**config.mk**
```make
export PLATFORM = sky130hd
export DESIGN_NAME = corral_player
export DESIGN_NICKNAME = d
export VERILOG_FILES = /design/src/rtl/corral_player.sv
export SDC_FILE = /design/constraint.sdc
export NUM_CORES = 1
export LEC_CHECK = 0
export ABC_AREA = 1
export ABC_CLOCK_PERIOD_IN_PS = 2800
export BUFFER_PORTS_ARGS = -buffer_cell sky130_fd_sc_hd__buf_4
export CORE_AREA = 2 2 90 92
export DETAILED_ROUTE_END_ITERATION = 7
export DIE_AREA = 0 0 92 94
export GPL_TIMING_DRIVEN = 0
export HOLD_SLACK_MARGIN = 0.15
export PLACE_DENSITY = 0.66
export SETUP_SLACK_MARGIN = 0.15
export SLEW_MARGIN = 20
export SYNTH_ARGS = -nofsm -noshare
export SYNTH_HDL_FRONTEND = slang
export SYNTH_SLANG_ARGS = --single-unit
export TNS_END_PERCENT = 20
```
**constraint.sdc**
```tcl
create_clock -name clock -period 2.8 [get_ports clock]
set_input_delay 0.56 -clock clock [delete_from_list [all_inputs] [get_ports clock]]
set_output_delay 0.56 -clock clock [all_outputs]
set_load 0.02 [all_outputs]
```
**src/rtl/corral_player.sv**
```systemverilog
// corral_player: player-side initiator for the Corral enter/move/ready interface.
// Debounces three buttons, keeps a wrapping 3-bit move, and drives one 7-segment digit.
`default_nettype none

module corral_player #(
    parameter int DEBOUNCE_CYCLES = 16
) (
    input  logic       clock,
    input  logic       reset_n,
    input  logic       btn_up,
    input  logic       btn_down,
    input  logic       btn_go,
    input  logic       ready,
    input  logic       gameover,
    input  logic       lostwon,
    output logic [2:0] move,
    output logic       enter,
    output logic [6:0] seg,
    output logic       busy
);

    localparam logic [15:0] CNT_LAST = 16'(DEBOUNCE_CYCLES - 1);

    localparam logic [6:0] SEG_WON  = 7'b0111110;
    localparam logic [6:0] SEG_LOST = 7'b0111000;

    typedef enum logic [1:0] {
        ST_IDLE  = 2'd0,
        ST_ISSUE = 2'd1,
        ST_WAIT  = 2'd2,
        ST_DONE  = 2'd3
    } state_t;

    logic [2:0] btn_raw;
    logic [2:0] press;

    assign btn_raw = {btn_go, btn_down, btn_up};

    genvar gi;
    generate
        for (gi = 0; gi < 3; gi++) begin : g_btn
            logic        sync1_q;
            logic        sync2_q;
            logic        level_q;
            logic        press_q;
            logic [15:0] cnt_q;

            // The counter only runs while the synchronized sample disagrees with the accepted level.
            always_ff @(posedge clock or negedge reset_n) begin
                if (!reset_n) begin
                    sync1_q <= 1'b0;
                    sync2_q <= 1'b0;
                    level_q <= 1'b0;
                    press_q <= 1'b0;
                    cnt_q   <= 16'd0;
                end else begin
                    sync1_q <= btn_raw[gi];
                    sync2_q <= sync1_q;
                    press_q <= 1'b0;
                    if (sync2_q != level_q) begin
                        if (cnt_q == CNT_LAST) begin
                            cnt_q   <= 16'd0;
                            level_q <= sync2_q;
                            press_q <= sync2_q;
                        end else begin
                            cnt_q <= cnt_q + 16'd1;
                        end
                    end else begin
                        cnt_q <= 16'd0;
                    end
                end
            end

            assign press[gi] = press_q;
        end
    endgenerate

    logic press_up;
    logic press_down;
    logic press_go;

    assign press_up   = press[0];
    assign press_down = press[1];
    assign press_go   = press[2];

    function automatic logic [6:0] digit_seg(input logic [2:0] d);
        logic [6:0] s;
        s = 7'b0111111;
        case (d)
            3'd0: s = 7'b0111111;
            3'd1: s = 7'b0000110;
            3'd2: s = 7'b1011011;
            3'd3: s = 7'b1001111;
            3'd4: s = 7'b1100110;
            3'd5: s = 7'b1101101;
            3'd6: s = 7'b1111101;
            3'd7: s = 7'b0000111;
            default: s = 7'b0111111;
        endcase
        return s;
    endfunction

    state_t     state_q, state_d;
    logic [2:0] move_q, move_d;
    logic       enter_q, enter_d;
    logic       busy_q, busy_d;
    logic [6:0] seg_q, seg_d;

    always_ff @(posedge clock or negedge reset_n) begin
        if (!reset_n) begin
            state_q <= ST_IDLE;
            move_q  <= 3'd0;
            enter_q <= 1'b0;
            busy_q  <= 1'b0;
            seg_q   <= 7'b0111111;
        end else begin
            state_q <= state_d;
            move_q  <= move_d;
            enter_q <= enter_d;
            busy_q  <= busy_d;
            seg_q   <= seg_d;
        end
    end

    // gameover wins over every other condition in every state.
    always_comb begin
        state_d = state_q;
        move_d  = move_q;
        case (state_q)
            ST_IDLE: begin
                if (gameover) begin
                    state_d = ST_DONE;
                end else begin
                    if (press_up && !press_down) begin
                        move_d = move_q + 3'd1;
                    end else if (press_down && !press_up) begin
                        move_d = move_q - 3'd1;
                    end
                    if (press_go && ready) begin
                        state_d = ST_ISSUE;
                    end
                end
            end
            ST_ISSUE: begin
                if (gameover) begin
                    state_d = ST_DONE;
                end else if (!ready) begin
                    state_d = ST_WAIT;
                end
            end
            ST_WAIT: begin
                if (gameover) begin
                    state_d = ST_DONE;
                end else if (ready) begin
                    state_d = ST_IDLE;
                end
            end
            ST_DONE: begin
                if (!gameover) begin
                    state_d = ST_IDLE;
                end
            end
            default: state_d = ST_IDLE;
        endcase

        enter_d = (state_d == ST_ISSUE);
        busy_d  = (state_d == ST_ISSUE) || (state_d == ST_WAIT);
        if (state_d == ST_DONE) begin
            seg_d = lostwon ? SEG_WON : SEG_LOST;
        end else begin
            seg_d = digit_seg(move_d);
        end
    end

    assign move  = move_q;
    assign enter = enter_q;
    assign busy  = busy_q;
    assign seg   = seg_q;

endmodule

`default_nettype wire

```
==> impl_results.md, run 1 <==
- Fin cells: 580
- Longest Clk Path Bufs: 2
- Layout area overhead: 13.0%
- Layout Nets: slightly below 500
- Total Wirelength: around 6700 um
- Least-Margin Pin Slew: between 800 and 900 ps
- Register Area: 1860 um2
- Synth Register Bits: 74
- Clk sinks: between 70 and 80
- Total GRT Usage: 0.176
- Clk_skew: 8.21 ps
- Later-pin clock latency in the skew report: ~350 ps
- First-pass GRT wire length: ~12000 um
- Max Cap Viol: 0
- Fillers: around 720
- Final setup viols: 0
- Synthesized area per cell: approximately 8.5 um2
- Mapped Nets: about 460
- Post-CTS setup buffer count: 0
- Synth warn: 0
- Relative slew slack: 0.408
- Area contributors post-synth: dfrtp_1 45%, nand2_1 8.3%, nor2_1 7.5%
- Drt first pass iters: 5
- Cell Area, Synth: around 3800 um2
- Vias post-DR: approximately 2.9k
- Final ANT Viol Nets: 0
- Critical Path AT: ~2100 ps
- Root buf cell: clkbuf_8
- Initial antenna violation count: 0
- HP Class: in2reg
- Largest vdd supply drop: about 280 uV
- I/O pins: 20
- Outcome: finished, final reports clean
- Fin. Hold Viols: 0
- Top FF cell, synth: dfrtp_1
- TritonCTS Buffers: 9
- H-tree levels: 3
- Startpoint types: flop
- Routability cong.: roughly 0.85
- Hold buffers post-CTS: 0
- Synth async-reset ratio: 1.00
- Final Util: 0.558
- Static leakage: 0.00197 uW
- Worst path cell trace: inv_1 > ha_1 > inv_1 > nand2_1 > nand3_1 > nand2_1 > inv_1 > ha_1 > o21ai_0 > nand2_1
- Final Cycle Share: 0.635
- Dpl hpwl: between 4000 and 5000 um
- Die width: slightly above 90 um
- Yosys top cell by area: dfrtp_1
- ANT cells: 0
- Share of post-route cells with drive strength above 1: 0.163
- CTS tree: done
- Initial DRC Count: 120
- Min Hold Slack: around 320 ps
- Critical path class: reg2reg
- Worst path max stage delay: roughly 420 ps
- Die height: roughly 94 um
- Number of flops mapped to enable cells by yosys: 0
- Routed vias/inst: around 4.9
- Period minus WS final: approximately 1800 ps
- Seq/Total Area, Yosys: 0.495
- I/O Buffers: 19
- Power Dens Cells: 506 nW/um2
- Cell variety after synth: 29
- Slew Limit Fails: 0
- CTS clk-pin slew, worst paths: approximately 70 ps
- Peak Freq: around 560 MHz
- DIE AREA: 8650 um2
- Worst-path fanout max: 4
- Number of global-route vias before repair: around 2.8k
- CTS resizes: 0
- Largest net degree at the start of global routing: 75
- RSZ-0062 raised after global routing: no
- Row count: 32
- Worst setup EP type: flop
- CP Data Required Time: between 3000 and 4000 ps
- Post-synth top area share: 0.453
- DRC Markers: 0
- Post-Synthesis Cells: roughly 440
- Setup tns final: 0 ps
- Gr ovfl total: 0
- Placed insts: 564
- DR WL/cell: approximately 12 um
- Initial Util: 0.493
- Placeable Area: approximately 7600 um2
- Critical Path Slowest Stage Cell: dfrtp_1
- Area of the multi-input gates: approximately 1700 um2
-- per-layer routing --
layer,vias up,GRT usage,wire length (um)
li1,1480,-,-
met1,1341,0.225,3240
met2,36,0.291,3160
met3,10,0.0385,215
met4,0,0.0709,124
met5,-,0,0
-- final cells by class --
cell class | instances | area share
multi-input cells | 311 | 0.395
repair buffers | 19 | 0.0336
flip-flops and latches | 74 | 0.438
clock inverters | 5 | 0.0183
well taps | 102 | 0.0301
plain buffers | 1 | 0.00118
clock buffers | 11 | 0.0333
inverters | 57 | 0.0504
-- per-stage QoR --
step / worst slack (ps) / area (um2) / total power (uW)
after floorplan: 1050 / 3750 / 1200
after global placement: 917 / 4020 / 1260
after detailed placement: 921 / 4020 / 1260
after CTS: 1000 / 4240 / 2180
after global routing: 837 / 4240 / 2240
final: 1020 / 4240 / 2150
-- logic make-up after synthesis --
kind of cell	count (synthesis)	share of synthesized area
buffers and inverters	58	0.0584
adders and majority gates	11	0.0367
xor gates and xnor gates	23	0.0577
DFF	74	0.495
AOI/OAI and AO/OA	21	0.0297
and+or+nand+nor	256	0.322
-- final timing paths --
kind | depth (start not counted) | end | start | slack (ps)
worst min register to register | 0 | g_btn[1].sync2_q$_DFF_PN0_ | g_btn[1].sync1_q$_DFF_PN0_ | 350
worst min-delay path | 1 | g_btn[2].sync1_q$_DFF_PN0_ | btn_go | 320
min in group asynchronous | 1 | seg[6]$_DFF_PN0_ | reset_n | 330
worst max-delay path | 10 | seg[3]$_DFF_PN1_ | move[0]$_DFF_PN0_ | 1020
worst max register to register | 10 | seg[3]$_DFF_PN1_ | move[0]$_DFF_PN0_ | 1020
max in group asynchronous | 1 | g_btn[1].cnt_q[11]$_DFF_PN0_ | reset_n | 1890
-- report_power, final --
part / switching, uW / leakage [uW] / total (uW) / internal (uW)
logic: 76.9 / 0.000891 / 118 / 41.0
registers: 19.5 / 0.000969 / 1120 / 1100
clock network: 385 / 0.000109 / 909 / 523
total: 482 / 0.00197 / 2150 / 1660
-- Yosys cell counts (5+ instances only) --
cell,count
nor2_1,75
dfrtp_1,68
nand2_1,83
inv_2,12
inv_1,45
ha_1,11
nand3_1,38
a21oi_1,11
nor2_2,6
nand3_2,5
xor2_1,17
nor3_1,18
dfstp_2,6
nand4_1,13
a31oi_1,5
-- state kept, by name, summed over array words and instances (netlist names) --
| signal | count |
|---|---|
| seg | 7 |
| g_btn.level_q | 3 |
| g_btn.cnt_q | 48 |
| enter | 1 |
| g_btn.press_q | 3 |
| busy | 1 |
| state_q | 2 |
| g_btn.sync1_q | 3 |
| g_btn.sync2_q | 3 |
| move | 3 |
-- layout by cell type (no fill, tap or decap) --
| cell type | count |
|---|---|
| buf_4 | 19 |
| nand2_2 | 4 |
| o21ai_1 | 3 |
| bufinv_16 | 2 |
| clkbuf_1 | 1 |
| xor2_1 | 17 |
| a21oi_1 | 11 |
| a31oi_1 | 5 |
| xnor2_1 | 4 |
| or2_2 | 1 |
| nor3_4 | 3 |
| nand4_1 | 13 |
| clkinv_2 | 2 |
| nand3b_1 | 1 |
| ha_1 | 11 |
| or2_1 | 1 |
| nor2_2 | 6 |
| nand2_1 | 83 |
| nor3_1 | 18 |
| dfstp_2 | 6 |
| inv_1 | 45 |
| buf_2 | 1 |
| dfrtp_1 | 68 |
| inv_2 | 12 |
| nor3b_1 | 4 |
| clkbuf_8 | 10 |
| xnor2_2 | 1 |
| nor2_4 | 2 |
| nand3_1 | 38 |
| clkinvlp_4 | 1 |
| xor2_2 | 1 |
| nor3_2 | 2 |
| o21ai_0 | 2 |
| nor2_1 | 75 |
| nand3_2 | 5 |
-- worst max-delay path, delay by kind of cell, from the launching register on --
kind,cells,cell delay (ps)
flip-flops,1,420
buffers and inverters,3,210
adder cells (fa/ha/maj),2,620
AO/OA/AOI/OAI,1,170
AND/OR/NAND/NOR,4,310
Note: power is estimated with default switching activity, not from simulation.
==> run 2: changes to the inputs <==
ABC_CLOCK_PERIOD_IN_PS = 1500   (was 2800)
PLACE_DENSITY = 0.69   (was 0.66)
clock period = 1.5 ns   (was 2.8 ns; I/O delays follow)
==> impl_results.md, run 2 (synthesis gave the netlist of run 1 again) <==
- Least-Margin Pin Slew: 649 ps (was 887 ps)
- Number of global-route vias before repair: 3006 (was 2792)
- Layout Nets: 523 (was 492)
- Routed vias/inst: 5.14 (was 4.94)
- Critical path class: reg2reg (unchanged)
- Worst R2R Start: state_q[0]$_DFF_PN0_ (was move[0]$_DFF_PN0_)
- Fin cells: 611 (was 580)
- Failing checks: setup timing
- Int Pwr: 3300 uW (was 1660 uW)
- Period minus WS final: 1580 ps (was 1780 ps)
- Max reg flops: 48 (unchanged)
- Die width: 92 um (unchanged)
- Hold Path Origin: lostwon (was btn_go)
- Final Cycle Share: 1.05 (was 0.635)
- DIE AREA: 8650 um2 (unchanged)
- Slew Limit Fails: 0 (unchanged)
- Sw frac: 0.236 (was 0.224)
- Most common cell after layout, fill and taps aside: nor2_1 (was nand2_1)
- DRC Markers: 0 (unchanged)
- Placed insts: 564 (unchanged)
- Logic pwr share: 0.077 (was 0.055)
- DR WL/cell: 13.6 um (was 11.6 um)
- Wire length on met2: 4260 um (was 3160 um)
- Largest net degree at the start of global routing: 75 (unchanged)
- Row count: 32 (unchanged)
- Root buf cell: clkbuf_8 (unchanged)
- Most frequent cells in the layout: 70 x nor2_1, 62 x nand2_1, 55 x dfrtp_1 (was 83 x nand2_1, 75 x nor2_1, 68 x dfrtp_1)
- Min Hold Slack: 171 ps (was 320 ps)
- Critical Path AT: 1880 ps (was 2050 ps)
- Routability cong.: 0.846 (was 0.855)
- Share of post-route cells with drive strength above 1: 0.375 (was 0.163)
- Die height: 94 um (unchanged)
- Final ANT Viol Nets: 0 (unchanged)
- Max Cap Viol: 0 (unchanged)
- Dpl hpwl: 4880 um (about the same)
- Setup slack after layout: -80.2 ps (was 1020 ps)
- ANT cells: 0 (unchanged)
- Fin. Hold Viols: 0 (unchanged)
- Longest Clk Path Bufs: 2 (unchanged)
- Sw power: 1020 uW (was 482 uW)
- Clk_skew: 4.98 ps (was 8.21 ps)
- Total GRT Usage: 0.188 (was 0.176)
- Sequential power share: 0.485 (was 0.522)
- Relative slew slack: 0.567 (was 0.408)
- Initial antenna violation count: 0 (unchanged)
- Layout area overhead: 33.1% (was 13.0%)
- Vias post-DR: 3140 (was 2867)
- Final Util: 0.657 (was 0.558)
- Startpoint types: flop (unchanged)
- Largest register by flop count: g_btn.cnt_q (unchanged)
- Outcome: complete, but fails checks (was finished, final reports clean)
- Placement Setup Slack: -136 ps (was 921 ps)
- Initial Util: 0.493 (unchanged)
- Largest vdd supply drop: 670 uV (was 282 uV)
- Placeable Area: 7610 um2 (unchanged)
- Highest routed layer: met4 (unchanged)
- CTS clk-pin slew, worst paths: 80 ps (was 70 ps)
- Later-pin clock latency in the skew report: 350 ps (about the same)
- I/O Buffers: 19 (unchanged)
- HP Class: in2reg (unchanged)
- Total Wirelength: 8290 um (was 6750 um)
- Power Dens Cells: 865 nW/um2 (was 506 nW/um2)
- Static leakage: 0.00219 uW (was 0.00197 uW)
- I/O pins: 20 (unchanged)
- Clk pwr share: 0.438 (was 0.423)
- TritonCTS Buffers: 9 (unchanged)
- Critical path origin: state_q[0]$_DFF_PN0_ (was move[0]$_DFF_PN0_)
- H-tree levels: 3 (unchanged)
- RSZ-0062 raised after global routing: yes (was no)
- Initial DRC Count: 163 (was 120)
- CP Data Required Time: 1800 ps (was 3080 ps)
- Worst setup EP type: flop (unchanged)
- Tot Pwr: 4320 uW (was 2150 uW)
- Peak Freq: 633 MHz (was 563 MHz)
- Wire length on met1: 3590 um (was 3240 um)
- Worst-path fanout max: 3 (was 4)
- First-pass GRT wire length: 12900 um (was 12000 um)
- Drt first pass iters: 4 (was 5)
- CTS tree: done (unchanged)
- Final setup viols: 4 (was 0)
- Gr ovfl total: 0 (unchanged)
- Clk sinks: 74 (unchanged)
- Met3 routed WL: 212 um (was 215 um)
run 2: layout make-up:
class / count / area (um2)
inverters: 57 / 224
clock inverters: 7 / 118
repair buffers: 50 / 417
clock buffers: 9 / 124
well taps: 102 / 128
plain buffers: 1 / 5.00
fillers: 597 / 2610
multi-input cells: 311 / 2110
flip-flops and latches: 74 / 1880
run 2: power groups by stage:
stage	Sequential, uW	Combinational [uW]	Clock, uW
after detailed placement	2130	229	0
after global placement	2120	223	0
after global routing	2100	370	2020
after floorplan	2150	92.6	0
final	2100	332	1890
after CTS	2090	270	1910
run 2: worst paths after layout:
path,end,slack (ps),cells past startpoint
min reg2reg,g_btn[1].sync2_q$_DFF_PN0_,350,0
max in group asynchronous,g_btn[2].cnt_q[0]$_DFF_PN0_,500,2
max reg2reg,seg[1]$_DFF_PN1_,-80,11
min,seg[1]$_DFF_PN1_,170,3
min in group asynchronous,move[2]$_DFF_PN0_,520,2
max,seg[1]$_DFF_PN1_,-80,11
run 2: what timing repair did:
item                                    in CTS  in global routing
hold buffers                                 4                  0
gates resized for setup                     43                 75
setup buffers                               11                 16
endpoints found under the setup margin      36                121
pin swaps                                   30                 41
endpoints found under the hold margin       71                  0
gates cloned                                 0                  0
run 2: per-stage QoR:
step | setup TNS (ps) | instance area, um2
floorplan | -27.3 | 3770
global placement | -536 | 4040
detailed placement | -685 | 4040
CTS | -49.4 | 4570
global route | -671 | 5000
finish | -266 | 5000
run 2: layer usage:
metal	track usage	vias to the layer above
met5	0	-
met2	0.320	62
met3	0.0233	19
met1	0.233	1518
met4	0.102	0
li1	-	1541
run 2: critical path, stage by stage (launching register included):
cell	delay, ps
dfrtp_1	390
inv_1	80
nand2_2	70
nor2_4	160
buf_6	130
nand3_2	100
nand2_4	110
inv_4	60
ha_4	270
nand2_2	40
nand2_1	50
nand2_1	50
==> run 3: changes to the inputs <==
ABC_CLOCK_PERIOD_IN_PS = 1800   (was 1500)
PLACE_DENSITY = 0.66   (was 0.69)
clock period = 1.8 ns   (was 1.5 ns; I/O delays follow)
==> impl_results.md, run 3 (synthesis gave the netlist of run 1 again) <==
- I/O pins: 20 (unchanged)
- Routability cong.: 0.891 (was 0.846)
- Setup slack after layout: 238 ps (was -80.2 ps)
- TritonCTS Buffers: 9 (unchanged)
- Final ANT Viol Nets: 0 (unchanged)
- Die width: 92 um (unchanged)
- Most common cell after layout, fill and taps aside: nand2_1 (was nor2_1)
- DR WL/cell: 11.7 um (was 13.6 um)
- Layout Nets: 504 (was 523)
- Vias post-DR: 2939 (was 3140)
- Max reg flops: 48 (unchanged)
- Slew Limit Fails: 0 (unchanged)
- Setup tns final: 0 ps (was -266 ps)
- Drt first pass iters: 5 (was 4)
- Least-Margin Pin Slew: 898 ps (was 649 ps)
- Initial Util: 0.493 (unchanged)
- RSZ-0062 raised after global routing: yes (unchanged)
- Worst-path fanout max: 4 (was 3)
- Initial antenna violation count: 0 (unchanged)
- H-tree levels: 3 (unchanged)
- Largest register by flop count: g_btn.cnt_q (unchanged)
- Fin. Hold Viols: 0 (unchanged)
- Worst setup EP type: flop (unchanged)
- Placeable Area: 7610 um2 (unchanged)
- CTS tree: done (unchanged)
- Largest net degree at the start of global routing: 75 (unchanged)
- Clk_skew: 14.1 ps (was 4.98 ps)
- ANT cells: 0 (unchanged)
- Clk sinks: 74 (unchanged)
- Later-pin clock latency in the skew report: 350 ps (about the same)
- Die height: 94 um (unchanged)
- Root buf cell: clkbuf_8 (unchanged)
- Longest Clk Path Bufs: 2 (unchanged)
- I/O Buffers: 19 (unchanged)
- Relative slew slack: 0.401 (was 0.567)
- Max Cap Viol: 0 (unchanged)
- CTS clk-pin slew, worst paths: 80 ps (about the same)
- Final Util: 0.583 (was 0.657)
- Period minus WS final: 1560 ps (was 1580 ps)
- Total Wirelength: 6950 um (was 8290 um)
- Largest vdd supply drop: 461 uV (was 670 uV)
- HP Class: in2async (was in2reg)
- Layout area overhead: 18.1% (was 33.1%)
- Placed insts: 564 (unchanged)
- Static leakage: 0.00203 uW (was 0.00219 uW)
- Initial DRC Count: 178 (was 163)
- Most frequent cells in the layout: 77 x nand2_1, 75 x nor2_1, 66 x dfrtp_1 (was 70 x nor2_1, 62 x nand2_1, 55 x dfrtp_1)
- DIE AREA: 8650 um2 (unchanged)
- Total GRT Usage: 0.172 (was 0.188)
- Fin cells: 592 (was 611)
- DRC Markers: 0 (unchanged)
- Critical path class: reg2reg (unchanged)
- Peak Freq: 640 MHz (was 633 MHz)
- Final setup viols: 0 (was 4)
- Startpoint types: flop (unchanged)
- Slack of the worst reg-to-reg path: 240 ps (was -80 ps)
- Final Cycle Share: 0.868 (was 1.05)
- Routed vias/inst: 4.96 (was 5.14)
- Power Dens Cells: 760 nW/um2 (was 865 nW/um2)
- Outcome: finished, final reports clean (was complete, but fails checks)
- Share of post-route cells with drive strength above 1: 0.220 (was 0.375)
- Row count: 32 (unchanged)
- Dpl hpwl: 4710 um (was 4880 um)
- Gr ovfl total: 0 (unchanged)
- Number of global-route vias before repair: 2698 (was 3006)
- First-pass GRT wire length: 11800 um (was 12900 um)
- Critical Path AT: 1790 ps (was 1880 ps)
- CP Data Required Time: 2020 ps (was 1800 ps)
- Placement Setup Slack: 69.9 ps (was -136 ps)
[run 3: report_power, final]
group / total [uW] / switching, uW / internal (uW)
sequential: 1740 / 30.0 / 1710
clock: 1430 / 648 / 785
combinational: 195 / 123 / 72.5
[run 3: repair_timing]
item                                    4_1_cts  5_1_grt
setup buffers                                 3        6
hold buffers                                  3        0
endpoints found under the hold margin         3        0
endpoints found under the setup margin        3        8
pin swaps                                     1       10
resized for setup                             3       19
[run 3: final cells by class]
| class | count | area [um2] |
|---|---|---|
| Fill cell | 675 | 3170 |
| Sequential cell | 74 | 1860 |
| Multi-Input combinational cell | 311 | 1760 |
| Timing Repair Buffer | 31 | 240 |
| Inverter | 57 | 216 |
| Clock buffer | 10 | 128 |
| Tap cell | 102 | 128 |
| Clock inverter | 6 | 92.6 |
| Buffer | 1 | 5.00 |
[run 3: metal layers]
| layer | global-route usage | vias to the layer above | routed length [um] |
|---|---|---|---|
| li1 | - | 1504 | - |
| met1 | 0.224 | 1382 | 3340 |
| met3 | 0.0361 | 9 | 217 |
| met5 | 0 | - | 0 |
| met4 | 0.0634 | 0 | 109 |
| met2 | 0.285 | 44 | 3280 |
[run 3: path summary, 6_finish.rpt]
check / cells after the start / from / to
max: 7 / g_btn[1].cnt_q[0]$_DFF_PN0_ / g_btn[1].cnt_q[0]$_DFF_PN0_
min: 1 / reset_n / move[2]$_DFF_PN0_
max reg2reg: 7 / g_btn[1].cnt_q[0]$_DFF_PN0_ / g_btn[1].cnt_q[0]$_DFF_PN0_
min reg2reg: 0 / g_btn[2].sync1_q$_DFF_PN0_ / g_btn[2].sync2_q$_DFF_PN0_
max in group asynchronous: 1 / reset_n / g_btn[2].cnt_q[4]$_DFF_PN0_
min in group clock: 3 / lostwon / seg[2]$_DFF_PN1_
[run 3: stage by stage]
stage	hold WS, ps	area, um2	total power, uW
finish	122	4430	3370
global route	218	4430	3500
CTS	171	4310	3400
detailed placement	336	4030	1960
global placement	333	4030	1960
floorplan	64.4	3750	1870
[run 3: worst max-delay path: stages, from the launching register on]
cell	delay, ps
dfrtp_1	400
ha_1	180
nand2_1	80
nor2_2	190
inv_2	90
nor2_1	100
nand3_1	190
nor3b_1	200
